==> src/rtl/hazard_control_if.sv <==
`default_nettype none
// ============================================================================
// hazard_control_pkg / hazard_control_if
// ----------------------------------------------------------------------------
// Purpose : Shared write-back type enumeration and the bundle of pipeline
//           status inputs and hazard control outputs exchanged between the
//           pipeline (master) and the hazard controller (slave).
// Ports   : master drives decode/execute status, memory handshake and
//           redirect/trap flags; slave drives stall/bubble/flush controls,
//           the timeout flag and the two performance counters.
// Revision: 1.0 - initial release
// ============================================================================
package hazard_control_pkg;
  typedef enum logic [1:0] {
    WB_NONE = 2'd0,
    WB_ALU  = 2'd1,
    WB_MEM  = 2'd2,
    WB_PC   = 2'd3
  } writebackType_;
endpackage

interface hazard_control_if;
  import hazard_control_pkg::*;

  // Pipeline status
  logic          fetchDecodeValid;
  logic [4:0]    fetchDecodeRegister1;
  logic [4:0]    fetchDecodeRegister2;
  logic          fetchDecodeUsesRegister1;
  logic          fetchDecodeUsesRegister2;
  logic          decodeExecuteValid;
  logic [4:0]    decodeExecuteDestinationRegister;
  writebackType_ decodeExecuteWritebackType;
  logic          memoryRequest;
  logic          memoryResponseValid;
  logic          redirectValid;
  logic          trapValid;

  // Hazard controls
  logic          stallFetch;
  logic          stallDecode;
  logic          bubbleExecute;
  logic          stallMemory;
  logic          flushFetchDecode;
  logic          flushDecodeExecute;
  logic          memoryTimeout;
  logic [31:0]   loadUseCount;
  logic [31:0]   memoryStallCount;

  modport master (
    output fetchDecodeValid, fetchDecodeRegister1, fetchDecodeRegister2,
           fetchDecodeUsesRegister1, fetchDecodeUsesRegister2,
           decodeExecuteValid, decodeExecuteDestinationRegister,
           decodeExecuteWritebackType, memoryRequest, memoryResponseValid,
           redirectValid, trapValid,
    input  stallFetch, stallDecode, bubbleExecute, stallMemory,
           flushFetchDecode, flushDecodeExecute, memoryTimeout,
           loadUseCount, memoryStallCount
  );

  modport slave (
    input  fetchDecodeValid, fetchDecodeRegister1, fetchDecodeRegister2,
           fetchDecodeUsesRegister1, fetchDecodeUsesRegister2,
           decodeExecuteValid, decodeExecuteDestinationRegister,
           decodeExecuteWritebackType, memoryRequest, memoryResponseValid,
           redirectValid, trapValid,
    output stallFetch, stallDecode, bubbleExecute, stallMemory,
           flushFetchDecode, flushDecodeExecute, memoryTimeout,
           loadUseCount, memoryStallCount
  );
endinterface
`default_nettype wire

==> src/rtl/hazard_control.sv <==
`default_nettype none
// ============================================================================
// hazard_control
// ----------------------------------------------------------------------------
// Purpose : Produces stall, bubble and flush controls for the hazards the
//           forwarding unit cannot resolve: load-use dependencies, multi-cycle
//           data-memory waits (with a bounded timeout) and branch/trap
//           redirects. Also counts load-use bubbles and memory stall cycles.
// Ports   : clk             rising-edge clock
//           rst_n           asynchronous active-low reset
//           bus (slave)     pipeline status in, hazard controls and counters out
// Params  : TIMEOUT_CYCLES  total stalled cycles allowed per memory access
//                           before memoryTimeout (minimum 2)
// Revision: 1.0 - initial release
// ============================================================================
module hazard_control #(
  parameter int TIMEOUT_CYCLES = 256
) (
  input  logic            clk,
  input  logic            rst_n,
  hazard_control_if.slave bus
);
  import hazard_control_pkg::*;

  localparam int WAIT_W = $clog2(TIMEOUT_CYCLES);
  localparam logic [WAIT_W-1:0] WAIT_LAST = WAIT_W'(TIMEOUT_CYCLES - 1);

  typedef enum logic {
    RUN      = 1'b0,
    MEM_WAIT = 1'b1
  } state_e;

  state_e              state_q, state_d;
  logic [WAIT_W-1:0]   waitCount_q, waitCount_d;
  logic [31:0]         loadUseCount_q, loadUseCount_d;
  logic [31:0]         memoryStallCount_q, memoryStallCount_d;

  logic src1Hit, src2Hit, loadUse;
  logic stallFrontEnd, stallMem, flushBoth, timeout;

  // Load-use: a live load in decode/execute whose non-zero destination is
  // actually read by the live instruction in fetch/decode.
  assign src1Hit = bus.fetchDecodeUsesRegister1 &&
                   (bus.fetchDecodeRegister1 == bus.decodeExecuteDestinationRegister);
  assign src2Hit = bus.fetchDecodeUsesRegister2 &&
                   (bus.fetchDecodeRegister2 == bus.decodeExecuteDestinationRegister);
  assign loadUse = bus.fetchDecodeValid && bus.decodeExecuteValid &&
                   (bus.decodeExecuteWritebackType == WB_MEM) &&
                   (bus.decodeExecuteDestinationRegister != 5'd0) &&
                   (src1Hit || src2Hit);

  always_ff @(posedge clk or negedge rst_n) begin
    if (!rst_n) begin
      state_q            <= RUN;
      waitCount_q        <= '0;
      loadUseCount_q     <= '0;
      memoryStallCount_q <= '0;
    end else begin
      state_q            <= state_d;
      waitCount_q        <= waitCount_d;
      loadUseCount_q     <= loadUseCount_d;
      memoryStallCount_q <= memoryStallCount_d;
    end
  end

  always_comb begin
    state_d            = state_q;
    waitCount_d        = waitCount_q;
    loadUseCount_d     = loadUseCount_q;
    memoryStallCount_d = memoryStallCount_q;
    stallFrontEnd      = 1'b0;
    stallMem           = 1'b0;
    flushBoth          = 1'b0;
    timeout            = 1'b0;

    if (bus.trapValid) begin
      // Trap overrides everything, including an outstanding memory wait.
      flushBoth   = 1'b1;
      state_d     = RUN;
      waitCount_d = '0;
    end else begin
      case (state_q)
        RUN: begin
          if (bus.memoryRequest && !bus.memoryResponseValid) begin
            stallMem    = 1'b1;
            state_d     = MEM_WAIT;
            waitCount_d = '0;
          end
        end
        MEM_WAIT: begin
          // waitCount holds the stalled cycles already spent in MEM_WAIT;
          // together with the RUN cycle that opened the wait this bounds the
          // access to TIMEOUT_CYCLES stalled cycles. A response wins over the
          // timeout boundary.
          if (bus.memoryResponseValid) begin
            state_d     = RUN;
            waitCount_d = '0;
          end else if (waitCount_q < WAIT_LAST) begin
            stallMem    = 1'b1;
            waitCount_d = waitCount_q + 1'b1;
          end else begin
            timeout     = 1'b1;
            state_d     = RUN;
            waitCount_d = '0;
          end
        end
        default: begin
          state_d     = RUN;
          waitCount_d = '0;
        end
      endcase

      // With the pipeline frozen by a memory stall, redirect and load-use
      // inputs are re-presented later, so they only act on unfrozen cycles.
      // A redirect squashes the wrong-path consumer, so it masks load-use.
      if (!stallMem) begin
        if (bus.redirectValid) begin
          flushBoth = 1'b1;
        end else if (loadUse) begin
          stallFrontEnd  = 1'b1;
          loadUseCount_d = loadUseCount_q + 32'd1;
        end
      end
    end

    if (stallMem) begin
      memoryStallCount_d = memoryStallCount_q + 32'd1;
    end
  end

  // Controls are Mealy; gating with rst_n forces them low the instant reset
  // is asserted rather than waiting for the state to clear.
  assign bus.stallFetch         = rst_n & stallFrontEnd;
  assign bus.stallDecode        = rst_n & stallFrontEnd;
  assign bus.bubbleExecute      = rst_n & stallFrontEnd;
  assign bus.stallMemory        = rst_n & stallMem;
  assign bus.flushFetchDecode   = rst_n & flushBoth;
  assign bus.flushDecodeExecute = rst_n & flushBoth;
  assign bus.memoryTimeout      = rst_n & timeout;
  assign bus.loadUseCount       = loadUseCount_q;
  assign bus.memoryStallCount   = memoryStallCount_q;

endmodule
`default_nettype wire

==> src/flat_wrapper.sv <==
// flat-port wrapper written by rule: the top's interface ports become plain ports
module hazard_control_flat import hazard_control_pkg::*;
#(
  parameter int TIMEOUT_CYCLES = 256
)
  (clk, rst_n, bus_fetchDecodeValid, bus_fetchDecodeRegister1, bus_fetchDecodeRegister2, bus_fetchDecodeUsesRegister1, bus_fetchDecodeUsesRegister2, bus_decodeExecuteValid, bus_decodeExecuteDestinationRegister, bus_decodeExecuteWritebackType, bus_memoryRequest, bus_memoryResponseValid, bus_redirectValid, bus_trapValid, bus_stallFetch, bus_stallDecode, bus_bubbleExecute, bus_stallMemory, bus_flushFetchDecode, bus_flushDecodeExecute, bus_memoryTimeout, bus_loadUseCount, bus_memoryStallCount);
  hazard_control_if bus_i ();
  input  logic clk;
  input  logic rst_n;
  input wire logic [$bits(bus_i.fetchDecodeValid)-1:0] bus_fetchDecodeValid;
  input wire logic [$bits(bus_i.fetchDecodeRegister1)-1:0] bus_fetchDecodeRegister1;
  input wire logic [$bits(bus_i.fetchDecodeRegister2)-1:0] bus_fetchDecodeRegister2;
  input wire logic [$bits(bus_i.fetchDecodeUsesRegister1)-1:0] bus_fetchDecodeUsesRegister1;
  input wire logic [$bits(bus_i.fetchDecodeUsesRegister2)-1:0] bus_fetchDecodeUsesRegister2;
  input wire logic [$bits(bus_i.decodeExecuteValid)-1:0] bus_decodeExecuteValid;
  input wire logic [$bits(bus_i.decodeExecuteDestinationRegister)-1:0] bus_decodeExecuteDestinationRegister;
  input wire logic [$bits(bus_i.decodeExecuteWritebackType)-1:0] bus_decodeExecuteWritebackType;
  input wire logic [$bits(bus_i.memoryRequest)-1:0] bus_memoryRequest;
  input wire logic [$bits(bus_i.memoryResponseValid)-1:0] bus_memoryResponseValid;
  input wire logic [$bits(bus_i.redirectValid)-1:0] bus_redirectValid;
  input wire logic [$bits(bus_i.trapValid)-1:0] bus_trapValid;
  output wire logic [$bits(bus_i.stallFetch)-1:0] bus_stallFetch;
  output wire logic [$bits(bus_i.stallDecode)-1:0] bus_stallDecode;
  output wire logic [$bits(bus_i.bubbleExecute)-1:0] bus_bubbleExecute;
  output wire logic [$bits(bus_i.stallMemory)-1:0] bus_stallMemory;
  output wire logic [$bits(bus_i.flushFetchDecode)-1:0] bus_flushFetchDecode;
  output wire logic [$bits(bus_i.flushDecodeExecute)-1:0] bus_flushDecodeExecute;
  output wire logic [$bits(bus_i.memoryTimeout)-1:0] bus_memoryTimeout;
  output wire logic [$bits(bus_i.loadUseCount)-1:0] bus_loadUseCount;
  output wire logic [$bits(bus_i.memoryStallCount)-1:0] bus_memoryStallCount;
  assign bus_i.fetchDecodeValid = bus_fetchDecodeValid;
  assign bus_i.fetchDecodeRegister1 = bus_fetchDecodeRegister1;
  assign bus_i.fetchDecodeRegister2 = bus_fetchDecodeRegister2;
  assign bus_i.fetchDecodeUsesRegister1 = bus_fetchDecodeUsesRegister1;
  assign bus_i.fetchDecodeUsesRegister2 = bus_fetchDecodeUsesRegister2;
  assign bus_i.decodeExecuteValid = bus_decodeExecuteValid;
  assign bus_i.decodeExecuteDestinationRegister = bus_decodeExecuteDestinationRegister;
  assign bus_i.decodeExecuteWritebackType = bus_decodeExecuteWritebackType;
  assign bus_i.memoryRequest = bus_memoryRequest;
  assign bus_i.memoryResponseValid = bus_memoryResponseValid;
  assign bus_i.redirectValid = bus_redirectValid;
  assign bus_i.trapValid = bus_trapValid;
  assign bus_stallFetch = bus_i.stallFetch;
  assign bus_stallDecode = bus_i.stallDecode;
  assign bus_bubbleExecute = bus_i.bubbleExecute;
  assign bus_stallMemory = bus_i.stallMemory;
  assign bus_flushFetchDecode = bus_i.flushFetchDecode;
  assign bus_flushDecodeExecute = bus_i.flushDecodeExecute;
  assign bus_memoryTimeout = bus_i.memoryTimeout;
  assign bus_loadUseCount = bus_i.loadUseCount;
  assign bus_memoryStallCount = bus_i.memoryStallCount;
  hazard_control #(.TIMEOUT_CYCLES(TIMEOUT_CYCLES)) u_core (.clk(clk), .rst_n(rst_n), .bus(bus_i));
endmodule
==> config.mk <==
export PLATFORM = sky130hd
export DESIGN_NAME = hazard_control_flat
export DESIGN_NICKNAME = d
export VERILOG_FILES = /design/src/rtl/hazard_control_if.sv /design/src/rtl/hazard_control.sv /design/src/flat_wrapper.sv
export SDC_FILE = /design/constraint.sdc
export NUM_CORES = 1
export LEC_CHECK = 0
export CAP_MARGIN = 20
export CORE_UTILIZATION = 49
export CTS_BUF_LIST = sky130_fd_sc_hd__clkbuf_16
export DETAILED_ROUTE_END_ITERATION = 8
export PLACE_DENSITY = 0.83
export SKIP_LAST_GASP = 1
export SLEW_MARGIN = 10
export SYNTH_ARGS = -nofsm -noshare
export SYNTH_HDL_FRONTEND = slang
export SYNTH_SLANG_ARGS = --single-unit
export TNS_END_PERCENT = 20
==> constraint.sdc <==
create_clock -name clk -period 3.41 [get_ports clk]
set_input_delay 1.023 -clock clk [delete_from_list [all_inputs] [get_ports clk]]
set_output_delay 1.023 -clock clk [all_outputs]
set_load 0.005 [all_outputs]
# Word level (Yosys, flattened, before mapping)
# Cells that the tools add are included.
word_totals:
  ff_bits: 73
  in_bits: 27
  elab_cells: 54
op_classes:
  n_addsub: 3
  order_cmp: 1
  eq_ne: 4
  n_mux: 23
  n_bitwise: 8
  n_reduce_logical: 11
op_table:
  columns: ["op", "n"]
  rows:
  - ["32-bit by 1-bit adder with 32-bit output (second input constant)", 2]
  - ["8-bit 2-to-1 mux", 4]
  - ["1-bit 2-to-1 mux", 17]
  - ["8-bit one-hot mux with 2 select lines", 1]
  - ["5-bit == test", 2]
  - ["8-bit by 1-bit adder with 8-bit output (second input constant)", 1]
  - ["8-bit < comparator (second input constant)", 1]
  - ["1-bit logical AND", 7]
  - ["5-bit nonzero test", 1]
  - ["1-bit AND", 4]
  - ["1-bit inverter", 4]
  - ["4-bit AND reduction", 1]
  - ["3-bit by 2-bit inequality test with 1-bit output (second input constant)", 1]
  - ["2-bit == test (second input constant)", 1]
  - ["1-bit one-hot mux with 2 select lines", 1]
  - ["1-bit logical NOT", 1]
  - ["1-bit logical OR", 1]

# Longest topological paths before layout
# Gate-level depths: netlist of run 1.
depth:
  word_depth: 9
  ltp_mapped: 7

# Least setup slack after synthesis of run 1
# No wires, ideal clock.
synth_timing:
  kind: "input to output"
  from: "input port bus_decodeExecuteDestinationRegister[1]"
  to: "output port bus_stallDecode"
  arrival_ps: 2281
  required_time_ps: 2387
  path_slack_ps: 106
  path_stages: 6
  path_buffers: 2
  path_cell_list: "or4_1 nor2_1 a211oi_4 buf_4 and3_1 buf_4"
synth_via:
  elab_chain_len: 9
  word_cells_on_any_way: 13
synth_rtl:
  columns: ["item", "line", "text"]
  rows:
  - ["from (decl)", "flat_wrapper.sv:16", "input wire logic [$bits(bus_i.decodeExecuteDestinationRegister)-1:0] bus_decodeExecuteDestinationRegister;"]
  - ["5-bit == test (on tied branches)", "hazard_control.sv:44, hazard_control.sv:46", null]
  - ["1-bit logical AND (on tied branches)", "hazard_control.sv:43, hazard_control.sv:45", null]
  - ["1-bit logical OR", "hazard_control.sv:50", "(src1Hit || src2Hit);"]
  - ["1-bit logical AND (*)", "hazard_control.sv:49", "(bus.decodeExecuteDestinationRegister != 5'd0) &&"]
  - ["1-bit 2-to-1 mux (*)", "hazard_control.sv:119", "end else if (loadUse) begin"]
  - ["1-bit 2-to-1 mux (*)", "hazard_control.sv:117", "if (bus.redirectValid) begin"]
  - ["1-bit 2-to-1 mux (*)", "hazard_control.sv:116", "if (!stallMem) begin"]
  - ["1-bit 2-to-1 mux (*)", "hazard_control.sv:76", "if (bus.trapValid) begin"]
  - ["1-bit AND (*)", null, null]
  - ["to (decl)", "flat_wrapper.sv:23", "output wire logic [$bits(bus_i.stallDecode)-1:0] bus_stallDecode;"]
# Every way passes the cells marked *; elsewhere a longest branch is shown, timed or not.

# Worst setup path after layout of run 1
layout_timing:
  from: "input port bus_fetchDecodeRegister1[2]"
  to: "output port bus_stallDecode"
layout_via:
  elab_chain_len: 9
layout_rtl:
  columns: ["item", "line", "text"]
  rows:
  - ["from (decl)", "flat_wrapper.sv:11", "input wire logic [$bits(bus_i.fetchDecodeRegister1)-1:0] bus_fetchDecodeRegister1;"]
  - ["5-bit == test", "hazard_control.sv:44", "(bus.fetchDecodeRegister1 == bus.decodeExecuteDestinationRegister);"]
  - ["1-bit logical AND", "hazard_control.sv:43", "assign src1Hit = bus.fetchDecodeUsesRegister1 &&"]
  - ["1-bit logical OR", "hazard_control.sv:50", null]
  - ["1-bit logical AND", "hazard_control.sv:49", null]
  - ["1-bit 2-to-1 mux", "hazard_control.sv:119", null]
  - ["1-bit 2-to-1 mux", "hazard_control.sv:117", null]
  - ["1-bit 2-to-1 mux", "hazard_control.sv:116", null]
  - ["1-bit 2-to-1 mux", "hazard_control.sv:76", null]
  - ["1-bit AND", "hazard_control.sv:134", "assign bus.stallDecode = rst_n & stallFrontEnd;"]
# No other way between the ends.

==> reports/metrics.yaml, run 1 <==
status:
  status: "finished, violations left"
  failed_checks: "negative setup slack"
clocking:
  numCtsBuffers: 9
  cts_tree: "built"
  cts_buffer_depth: 2
  clk_latency_ns: 0.33
  numClockSinks: 73
  clockRootBuffer: "clkbuf_16"
  path_clk_slew_ns: 0.06
  htreeDepth: 3
sta:
  worst_pin_slew_ns: 1.05
  min_period_ns: 3.57
  fin_crit_sh_pct: 105
  rsz0062_at_grt: "yes"
  layout_setup_ws_ns: -0.158
  setup_viol: 3
  max-slew-margin-rel_pct: 29.4
  drv_slew: 0
  timing.setup.tns_ns: -0.338
  fin_skew_ns: 0.00922
  fmax_mhz: 280
  hold_viol: 0
final_layout:
  fin_cells: 570
  drive_gt1_share_pct: 13.2
  mostFrequentLayoutCells: "clkdlybuf4s50_1, dfrtp_1, xnor2_1, nand4_1, and3_1"
  layout_commonest_cell: "clkdlybuf4s50_1"
  insertedDiodeCount: 0
  final_nets: 496
  area_growth_pct: 41.3
yosys:
  synthTopCellsByArea: "dfrtp_1, xnor2_1, nand4_1"
  yosysTopAreaCell: "dfrtp_1"
  synthFlopType: "dfrtp_1"
  ys_ff_latch: 73
  synth_fp_nets: 378
  ys_seq_area_share_pct: 49.2
  yosysWarnings: 0
  synthCells: 348
  netlist_area_mm2: 0.00371
  synthArstFlopShare_pct: 100
  syn_avg_cell_area_um2: 10.7
  synth-edff-count: 0
  ys_types: 40
  yosysTopAreaCellShare_pct: 49.2
setup_path:
  crit_fanout: 2
  cp_slowest_stage_delay_ns: 0.50
  cp_slowest_cell: "clkdlybuf4s50_1"
  crit_chain: "clkdlybuf4s50_1 > xnor2_2 > nand4_1 > o22ai_2 > and3_4 > buf_6 > clkdlybuf4s15_2"
  critPathKind: "input port to output pin"
  crit_path_start_kind: "input port"
  endpoint_kind: "output pin"
  arrival_ns: 2.54
  required_ns: 2.39
grt:
  top_usage_layer: "met2"
  grt_max_degree: 47
  track_usage_pct: 24.2
  grt_overflow_total: 0
  met3_usage_pct: 4.06
  antenna_found_initial: 0
  use_met1_pct: 30.7
  grt_pass1_vias: 3082
  grt_pass1_wl_um: 14500
  grtUsageMet2_pct: 40.8
route:
  drtPass1Iterations: 4
  drt-initial-drc-count: 155
  wirelength_um: 9050
  vias: 3154
  wl_per_cell_um: 15.9
  ant_nets: 0
  drc: 0
  via_per_inst: 5.53
flow_run:
  cap_viol_max_count: 0
die:
  die_area_mm2: 0.00793
  die_w_um: 89.0
  core_mm2: 0.00729
  fp-row-count: 31
  die_h_um: 89.0
  start_util_pct: 50.9
  io_pins: 98
power_and_ir_drop:
  ir_drop_mv: 0.348
  cellLeakagePower_nw: 2.30
  powerDensity_mw_per_mm2: 399
place:
  portBuffers: 97
  dp_cells: 553
  post-place-ws_ns: -0.703
  gp_congestion: 0.864
  hpwl_um: 6310
hold_path:
  hp-class: "flip-flop to flip-flop"
==> flip-flops by register name (all words and copies together) (netlist names) <==
register,cells
u_core.bus.loadUseCount,32
u_core.bus.memoryStallCount,32
u_core.state_q,1
u_core.waitCount_q,8
==> timing repair <==
item	CTS	global route
pin swaps	7	12
endpoints found under the setup margin	7	4
resized for setup	35	12
buffers inserted	1	0
hold buffers	0	0
==> synthesized netlist by cell type, types with 2 or more instances <==
cell,number
and2_1,8
and3_1,26
and4_1,4
buf_4,4
buf_6,2
clkbuf_1,4
dfrtp_1,73
ha_1,3
inv_1,9
mux2_2,2
nand2_1,20
nand3_1,25
nand4_1,33
nor2_1,17
nor2b_1,2
nor3_1,7
nor4_1,2
o21ai_0,11
o31ai_1,2
o41ai_1,2
or4_1,3
xnor2_1,61
xor2_1,11
==> routing by layer <==
| layer | vias to the layer above | wire length (µm) | share of wire, % |
|---|---|---|---|
| li1 | 1478 | - | - |
| met1 | 1535 | 3800 | 42 |
| met2 | 114 | 4510 | 50 |
| met3 | 27 | 441 | 4.9 |
| met4 | 0 | 298 | 3.3 |
| met5 | - | 0 | 0 |
==> cells by family (layout without fill, tap and decap cells) <==
logic type                 after synthesis  count (layout)  synth area share, %
muxes                                    2               2                0.607
AOI/OAI and AO/OA                       21              21                 4.28
and+or+nand+nor                        158             158                 25.2
xor gates and xnor gates                72              72                 17.0
DFF                                     73              73                 49.2
adders and majority gates                3               3                 1.01
buffers and inverters                   19             142                 2.73
==> cell type report <==
class,count,area [µm²]
clock buffers,9,225
clock inverters,7,70.1
fillers,568,2050
inverters,9,33.8
multi-input cells,256,1860
flip-flops and latches,73,1830
well taps,99,124
repair buffers,117,1110
==> stage by stage <==
| stage | utilization (%) | area, µm² | hold slack, ns | total power, mW |
|---|---|---|---|---|
| 3_3_place_gp | 67.0 | 4880 | 0.460 | 1.18 |
| 4_1_cts | 71.6 | 5220 | 0.473 | 2.10 |
| 6_report | 71.9 | 5250 | 0.474 | 2.09 |
| 2_1_floorplan | - | 3710 | 0.468 | 1.03 |
| 3_5_place_dp | 67.0 | 4880 | 0.463 | 1.19 |
| 5_1_grt | 71.9 | 5250 | 0.495 | 2.18 |
==> where the power goes <==
part	leakage, nW	internal, mW	switching, mW
sequential	0.991	0.897	0.0431
clock	0.146	0.565	0.349
combinational	1.17	0.132	0.104
total	2.30	1.59	0.496
==> worst max-delay path, delay by kind of cell <==
family | cells | cell delay (ns)
buffers and inverters | 3 | 0.78
XOR/XNOR | 1 | 0.13
AND/OR/NAND/NOR | 2 | 0.41
AO/OA/AOI/OAI | 1 | 0.21
==> worst paths after layout <==
check / start / endpoint / slack, ns / cells past startpoint
max in group asynchronous: rst_n / u_core.bus.memoryStallCount[26] / 2.05 / 2
worst max register to register: u_core.waitCount_q[0] / u_core.bus.loadUseCount[1] / 1.08 / 7
min in group asynchronous: rst_n / u_core.waitCount_q[2] / 0.76 / 2
worst min register to register: u_core.bus.memoryStallCount[31] / u_core.bus.memoryStallCount[31] / 0.47 / 1
worst max-delay path: bus_fetchDecodeRegister1[2] / bus_stallDecode / -0.16 / 7
worst min-delay path: u_core.bus.memoryStallCount[31] / u_core.bus.memoryStallCount[31] / 0.47 / 1
Power figures use the tool's default switching activity.
==> run 2: changes to the inputs <==
--- a/config.mk
+++ b/config.mk
@@ -10,7 +10,6 @@
 export CTS_BUF_LIST = sky130_fd_sc_hd__clkbuf_16
 export DETAILED_ROUTE_END_ITERATION = 8
 export PLACE_DENSITY = 0.83
-export SKIP_LAST_GASP = 1
 export SLEW_MARGIN = 10
 export SYNTH_ARGS = -nofsm -noshare
 export SYNTH_HDL_FRONTEND = slang
==> run 2 against run 1 <==
Net effect: the flow still finishes with violations (negative setup slack); die area unchanged; global-route usage about the same; sequential power about the same; sequential share of layout area unchanged; count of clock-buffer cells in the layout unchanged; combinational power about the same; via count about the same; critical endpoint unchanged.
==> reports/metrics.yaml, run 2 (synthesis results as in run 1) <==
status:
  status: "finished, violations left"
  failed_checks: "negative setup slack"
route:
  wl_per_cell_um: 16.0  # +0.59%
  vias: 3152  # -0.063%
  ant_nets: 0  # unchanged
  drt-initial-drc-count: 158  # +1.9%
  via_per_inst: 5.53  # about the same
  drc: 0  # unchanged
  drtPass1Iterations: 5  # +1
  wirelength_um: 9100  # +0.59%
clocking:
  cts_buffer_depth: 2  # unchanged
  numClockSinks: 73  # unchanged
  cts_tree: "built"
  clk_latency_ns: 0.33  # about the same
  holdBufCountCts: 0  # unchanged
  path_clk_slew_ns: 0.06  # about the same
  htreeDepth: 3  # unchanged
  numCtsBuffers: 9  # unchanged
  clockRootBuffer: "clkbuf_16"
setup_path:
  crit_chain: "clkdlybuf4s50_1 > xnor2_1 > nand4_1 > o22ai_2 > and3_4 > buf_6 > clkdlybuf4s15_2"
  arrival_ns: 2.52  # -0.02 ns
  cp_slowest_stage_delay_ns: 0.47  # -0.03 ns
  critPathKind: "input port to output pin"
  required_ns: 2.39  # about the same
  crit_path_start_kind: "input port"
  crit_fanout: 2  # unchanged
  endpoint_kind: "output pin"
  cp_slowest_cell: "clkdlybuf4s50_1"
die:
  die_w_um: 89.0  # unchanged
  die_area_mm2: 0.00793  # unchanged
  io_pins: 98  # unchanged
  core_mm2: 0.00729  # unchanged
  fp-row-count: 31  # unchanged
  die_h_um: 89.0  # unchanged
  start_util_pct: 50.9  # unchanged
sta:
  drv_slew: 0  # unchanged
  fin_hold_ws_ns: 0.474  # unchanged
  rsz0062_at_grt: "yes"
  layout_setup_ws_ns: -0.138  # +0.0200 ns
  max-slew-margin-rel_pct: 28.4  # -0.98 points
  hold_viol: 0  # unchanged
  min_period_ns: 3.55  # -0.0200 ns
  worst_pin_slew_ns: 1.06  # +0.0145 ns
  fin_crit_sh_pct: 104  # -0.59 points
  fin_skew_ns: 0.00977  # +0.000547 ns
  setup_viol: 3  # unchanged
  fmax_mhz: 282  # +0.56%
grt:
  track_usage_pct: 24.1  # about the same
  grt_max_degree: 47  # unchanged
  antenna_found_initial: 0  # unchanged
  grt_pass1_vias: 3086  # +0.13%
  grt_pass1_wl_um: 14500  # about the same
  grt_overflow_total: 0  # unchanged
place:
  portBuffers: 97  # unchanged
  placed_area_mm2: 0.00488  # unchanged
  dp_cells: 553  # unchanged
  gp_congestion: 0.864  # unchanged
  hpwl_um: 6310  # unchanged
  post-place-ws_ns: -0.703  # unchanged
final_layout:
  area_growth_pct: 41.3  # unchanged
  fin_cells: 570  # unchanged
  drive_gt1_share_pct: 13.2  # unchanged
  final_nets: 496  # unchanged
  layout_commonest_cell: "clkdlybuf4s50_1"
  design_area_mm2: 0.00525  # unchanged
  insertedDiodeCount: 0  # unchanged
  mostFrequentLayoutCells: "clkdlybuf4s50_1, dfrtp_1, xnor2_1, nand4_1, and3_1"
power_and_ir_drop:
  powerDensity_mw_per_mm2: 399  # about the same
  p_sw_share_pct: 23.7  # about the same
  ir_drop_mv: 0.348  # about the same
  p_seq_share_pct: 45.0  # about the same
  cellLeakagePower_nw: 2.31  # about the same
  power.switching_uw: 496  # about the same
  p_clk_share_pct: 43.7  # about the same
  p_int_mw: 1.59  # about the same
  p_comb_share_pct: 11.3  # about the same
flow_run:
  cap_viol_max_count: 0  # unchanged
hold_path:
  hp-class: "flip-flop to flip-flop"
-- run 2: cell count changes in the layout (fill, tap and decap cells not counted) --
| cell | before | now |
|---|---|---|
| clkdlybuf4s15_1 | 2 | 3 |
| clkdlybuf4s50_1 | 75 | 74 |
-- run 2: power by group through the flow --
| stage | clock network (mW) | logic [mW] | registers (mW) |
|---|---|---|---|
| floorplan | 0 | 0.0844 | 0.951 |
| global placement | 0 | 0.225 | 0.954 |
| detailed placement | 0 | 0.232 | 0.955 |
| CTS | 0.928 | 0.234 | 0.940 |
| global route | 0.974 | 0.256 | 0.946 |
| finish | 0.914 | 0.236 | 0.940 |
-- run 2: through the flow --
step / setup TNS [ns] / power, mW / util, %
4_1_cts: -0.158 / 2.10 / 71.6
5_1_grt: -0.498 / 2.18 / 71.9
2_1_floorplan: 0 / 1.03 / -
6_report: -0.278 / 2.09 / 71.9
3_3_place_gp: -2.74 / 1.18 / 67.0
3_5_place_dp: -3.08 / 1.19 / 67.0
-- run 2: path summary, 6_finish.rpt --
path | slack [ns] | startpoint | end | cells after the start
worst max-delay path | -0.14 | bus_fetchDecodeRegister1[3] | bus_stallDecode | 7
max in group asynchronous | 2.06 | rst_n | u_core.bus.memoryStallCount[26] | 2
min in group asynchronous | 0.75 | rst_n | u_core.waitCount_q[2] | 2
worst max register to register | 1.08 | u_core.waitCount_q[0] | u_core.bus.loadUseCount[1] | 7
worst min-delay path | 0.47 | u_core.bus.memoryStallCount[31] | u_core.bus.memoryStallCount[31] | 1
worst min register to register | 0.47 | u_core.bus.memoryStallCount[31] | u_core.bus.memoryStallCount[31] | 1
-- run 2: repair_timing --
action | in CTS | in global routing
gates resized for setup | 37 | 12
endpoints found under the setup margin | 7 | 4
setup buffers | 1 | 0
pin swaps | 8 | 11
-- run 2: final cells by class --
type,count,area (µm²)
Multi-Input combinational cell,256,1860
Timing Repair Buffer,117,1110
Fill cell,567,2050
Clock inverter,7,70.1
Inverter,9,33.8
Clock buffer,9,225
Tap cell,99,124
Sequential cell,73,1830
-- run 2: per-layer routing --
layer	vias up	routed length [µm]	GRT usage, %
li1	1482	-	-
met1	1537	3900	30.7
met2	108	4560	40.8
met3	25	393	4.06
met4	0	244	10.7
met5	-	0	0
-- run 2: critical path, delay by kind of cell --
kind                      cells  cell delay, ns
buffers and inverters         3            0.75
and+or+nand+nor               2            0.42
AOI/OAI and AO/OA             1            0.20
xor gates and xnor gates      1            0.13
==> run 3: changes to the inputs <==
--- a/config.mk
+++ b/config.mk
@@ -6,10 +6,10 @@
 export NUM_CORES = 1
 export LEC_CHECK = 0
 export CAP_MARGIN = 20
-export CORE_UTILIZATION = 49
+export CORE_UTILIZATION = 40
 export CTS_BUF_LIST = sky130_fd_sc_hd__clkbuf_16
 export DETAILED_ROUTE_END_ITERATION = 8
-export PLACE_DENSITY = 0.83
+export PLACE_DENSITY = 0.7
 export SLEW_MARGIN = 10
 export SYNTH_ARGS = -nofsm -noshare
 export SYNTH_HDL_FRONTEND = slang
==> run 3 against run 2 <==
Net effect: the flow finishes with violations (design-rule violations); clock power up 7.8%; via count fell by 2.4%; combinational power about the same; largest power group is now clock.
==> reports/metrics.yaml, run 3 (synthesis results as in run 1) <==
grt:
  grt_pass1_wl_um: 15000  # +3.4%
  grt_pass1_vias: 2982  # -3.4%
  antenna_found_initial: 0  # unchanged
  grt_overflow_total: 0  # unchanged
  track_usage_pct: 19.7  # -4.4 points
  grt_max_degree: 50  # +6.4%
setup_path:
  critPathKind: "input port to output pin"
  endpoint_kind: "output pin"
  required_ns: 2.39  # about the same
  crit_fanout: 6  # +4
  crit_path_start_kind: "input port"
  arrival_ns: 2.33  # -0.19 ns
power_and_ir_drop:
  ir_drop_mv: 0.342  # -1.7%
  cellLeakagePower_nw: 2.30  # -0.23%
  powerDensity_mw_per_mm2: 411  # +3.3%
sta:
  fin_hold_ws_ns: 0.466  # -0.00834 ns
  setup_viol: 0  # -3
  rsz0062_at_grt: "no"
  fin_crit_sh_pct: 98.4  # -5.6 points
  max-slew-margin-rel_pct: 54.8  # +26 points
  worst_pin_slew_ns: 0.676  # -0.384 ns
  min_period_ns: 3.36  # -0.193 ns
  fmax_mhz: 298  # +5.7%
  layout_setup_ws_ns: 0.0548  # +0.193 ns
  drv_slew: 0  # unchanged
  fin_skew_ns: 0.00781  # -0.00196 ns
  hold_viol: 0  # unchanged
  timing.setup.tns_ns: 0  # +0.278 ns
clocking:
  cts_tree: "built"
  cts_buffer_depth: 2  # unchanged
  numClockSinks: 73  # unchanged
  cts_setup_buffers: 0  # -1
  holdBufCountCts: 0  # unchanged
  numCtsBuffers: 9  # unchanged
  path_clk_slew_ns: 0.06  # about the same
  htreeDepth: 3  # unchanged
  clockRootBuffer: "clkbuf_16"
  clk_latency_ns: 0.33  # about the same
die:
  die_h_um: 98.3  # +10%
  core_mm2: 0.00885  # +21%
  fp-row-count: 34  # +9.7%
  die_area_mm2: 0.00967  # +22%
  die_w_um: 98.3  # +10%
  io_pins: 98  # unchanged
  start_util_pct: 41.9  # -9.0 points
final_layout:
  drive_gt1_share_pct: 11.9  # -1.2 points
  fillCellCount: 754  # +33%
  design_area_mm2: 0.00524  # about the same
  fin_cells: 577  # +1.2%
  mostFrequentLayoutCells: "clkdlybuf4s50_1, dfrtp_1, xnor2_1, nand4_1, and3_1"
  final_nets: 494  # -0.40%
  layout_commonest_cell: "clkdlybuf4s50_1"
  insertedDiodeCount: 0  # unchanged
  area_growth_pct: 41.3  # about the same
route:
  ant_nets: 0  # unchanged
  wirelength_um: 8850  # -2.7%
  drc: 6  # +6
  drtPass1Iterations: 9  # +4
  via_per_inst: 5.33  # -3.6%
  drt-initial-drc-count: 110  # -30%
  wl_per_cell_um: 15.3  # -3.9%
  vias: 3075  # -2.4%
place:
  dp_cells: 560  # +1.3%
  post-place-ws_ns: -0.555  # +0.148 ns
  placed_area_mm2: 0.00488  # about the same
  portBuffers: 97  # unchanged
  gp_congestion: 0.839  # -2.9%
  hpwl_um: 6300  # -0.13%
hold_path:
  hp-class: "flip-flop to flip-flop"
status:
  failed_checks: "design-rule violations"
  status: "finished, violations left"
flow_run:
  cap_viol_max_count: 0  # unchanged
-- run 3: changes by cell type in the layout (fill, tap and decap cells not counted), sizes merged --
cell | previous run | this run
clkdlybuf4s15 | 4 | 1
inv | 10 | 11
bufinv | 1 | 2
dlymetal6s2s | 5 | 8
clkinv | 4 | 3
clkbuf | 12 | 13
clkdlybuf4s50 | 74 | 80
buf | 22 | 19
dlygate4sd2 | 9 | 3
clkinvlp | 1 | 0
-- run 3: through the flow --
| stage | power (mW) | util [%] |
|---|---|---|
| floorplan | 1.03 | - |
| global placement | 1.18 | 55.2 |
| detailed placement | 1.19 | 55.2 |
| CTS | 2.18 | 58.9 |
| global route | 2.25 | 59.2 |
| finish | 2.16 | 59.2 |
-- run 3: final cells by class --
class / instances / area, µm² / area share, %
tap: 108 / 135 / 2.58
timing repair buffer: 115 / 1110 / 21.1
sequential: 73 / 1830 / 34.8
clock inverter: 7 / 85.1 / 1.62
clock buffer: 9 / 225 / 4.30
inverter: 9 / 33.8 / 0.644
multi-input combinational: 256 / 1830 / 34.9
-- run 3: critical path: stages --
cell             delay (ns)
clkdlybuf4s50_1        0.44
o32a_4                 0.25
buf_6                  0.14
and2_1                 0.16
nor2_2                 0.10
clkdlybuf4s15_2        0.21
-- run 3: where the power goes --
part | internal [mW] | switching [mW]
Clock | 0.634 | 0.351
Combinational | 0.132 | 0.101
Sequential | 0.897 | 0.0424
Total | 1.66 | 0.495
-- run 3: metal layers --
metal  up-vias  global-route usage [%]  share of wire (%)
met1      1504                    26.5                 45
met4         0                    5.74                1.1
met2        79                    30.9                 49
met5         -                       0                  0
met3         9                    5.80                4.7
li1       1483                       -                  -
-- run 3: final timing paths --
| kind | from | end | slack (ns) | cells after the start |
|---|---|---|---|---|
| worst max-delay path | bus_memoryRequest | bus_flushFetchDecode | 0.05 | 6 |
| worst min-delay path | u_core.bus.loadUseCount[31] | u_core.bus.loadUseCount[31] | 0.47 | 1 |
| worst max register to register | u_core.waitCount_q[0] | u_core.bus.loadUseCount[1] | 1.05 | 7 |
| worst min register to register | u_core.bus.loadUseCount[31] | u_core.bus.loadUseCount[31] | 0.47 | 1 |
| max in group asynchronous | rst_n | u_core.bus.memoryStallCount[18] | 2.06 | 2 |
| min in group asynchronous | rst_n | u_core.waitCount_q[7] | 0.52 | 1 |
-- run 3: what timing repair did --
action,in CTS,in global routing
pin swaps,5,6
endpoints found under the setup margin,7,6
resized for setup,17,19
gates cloned,0,0
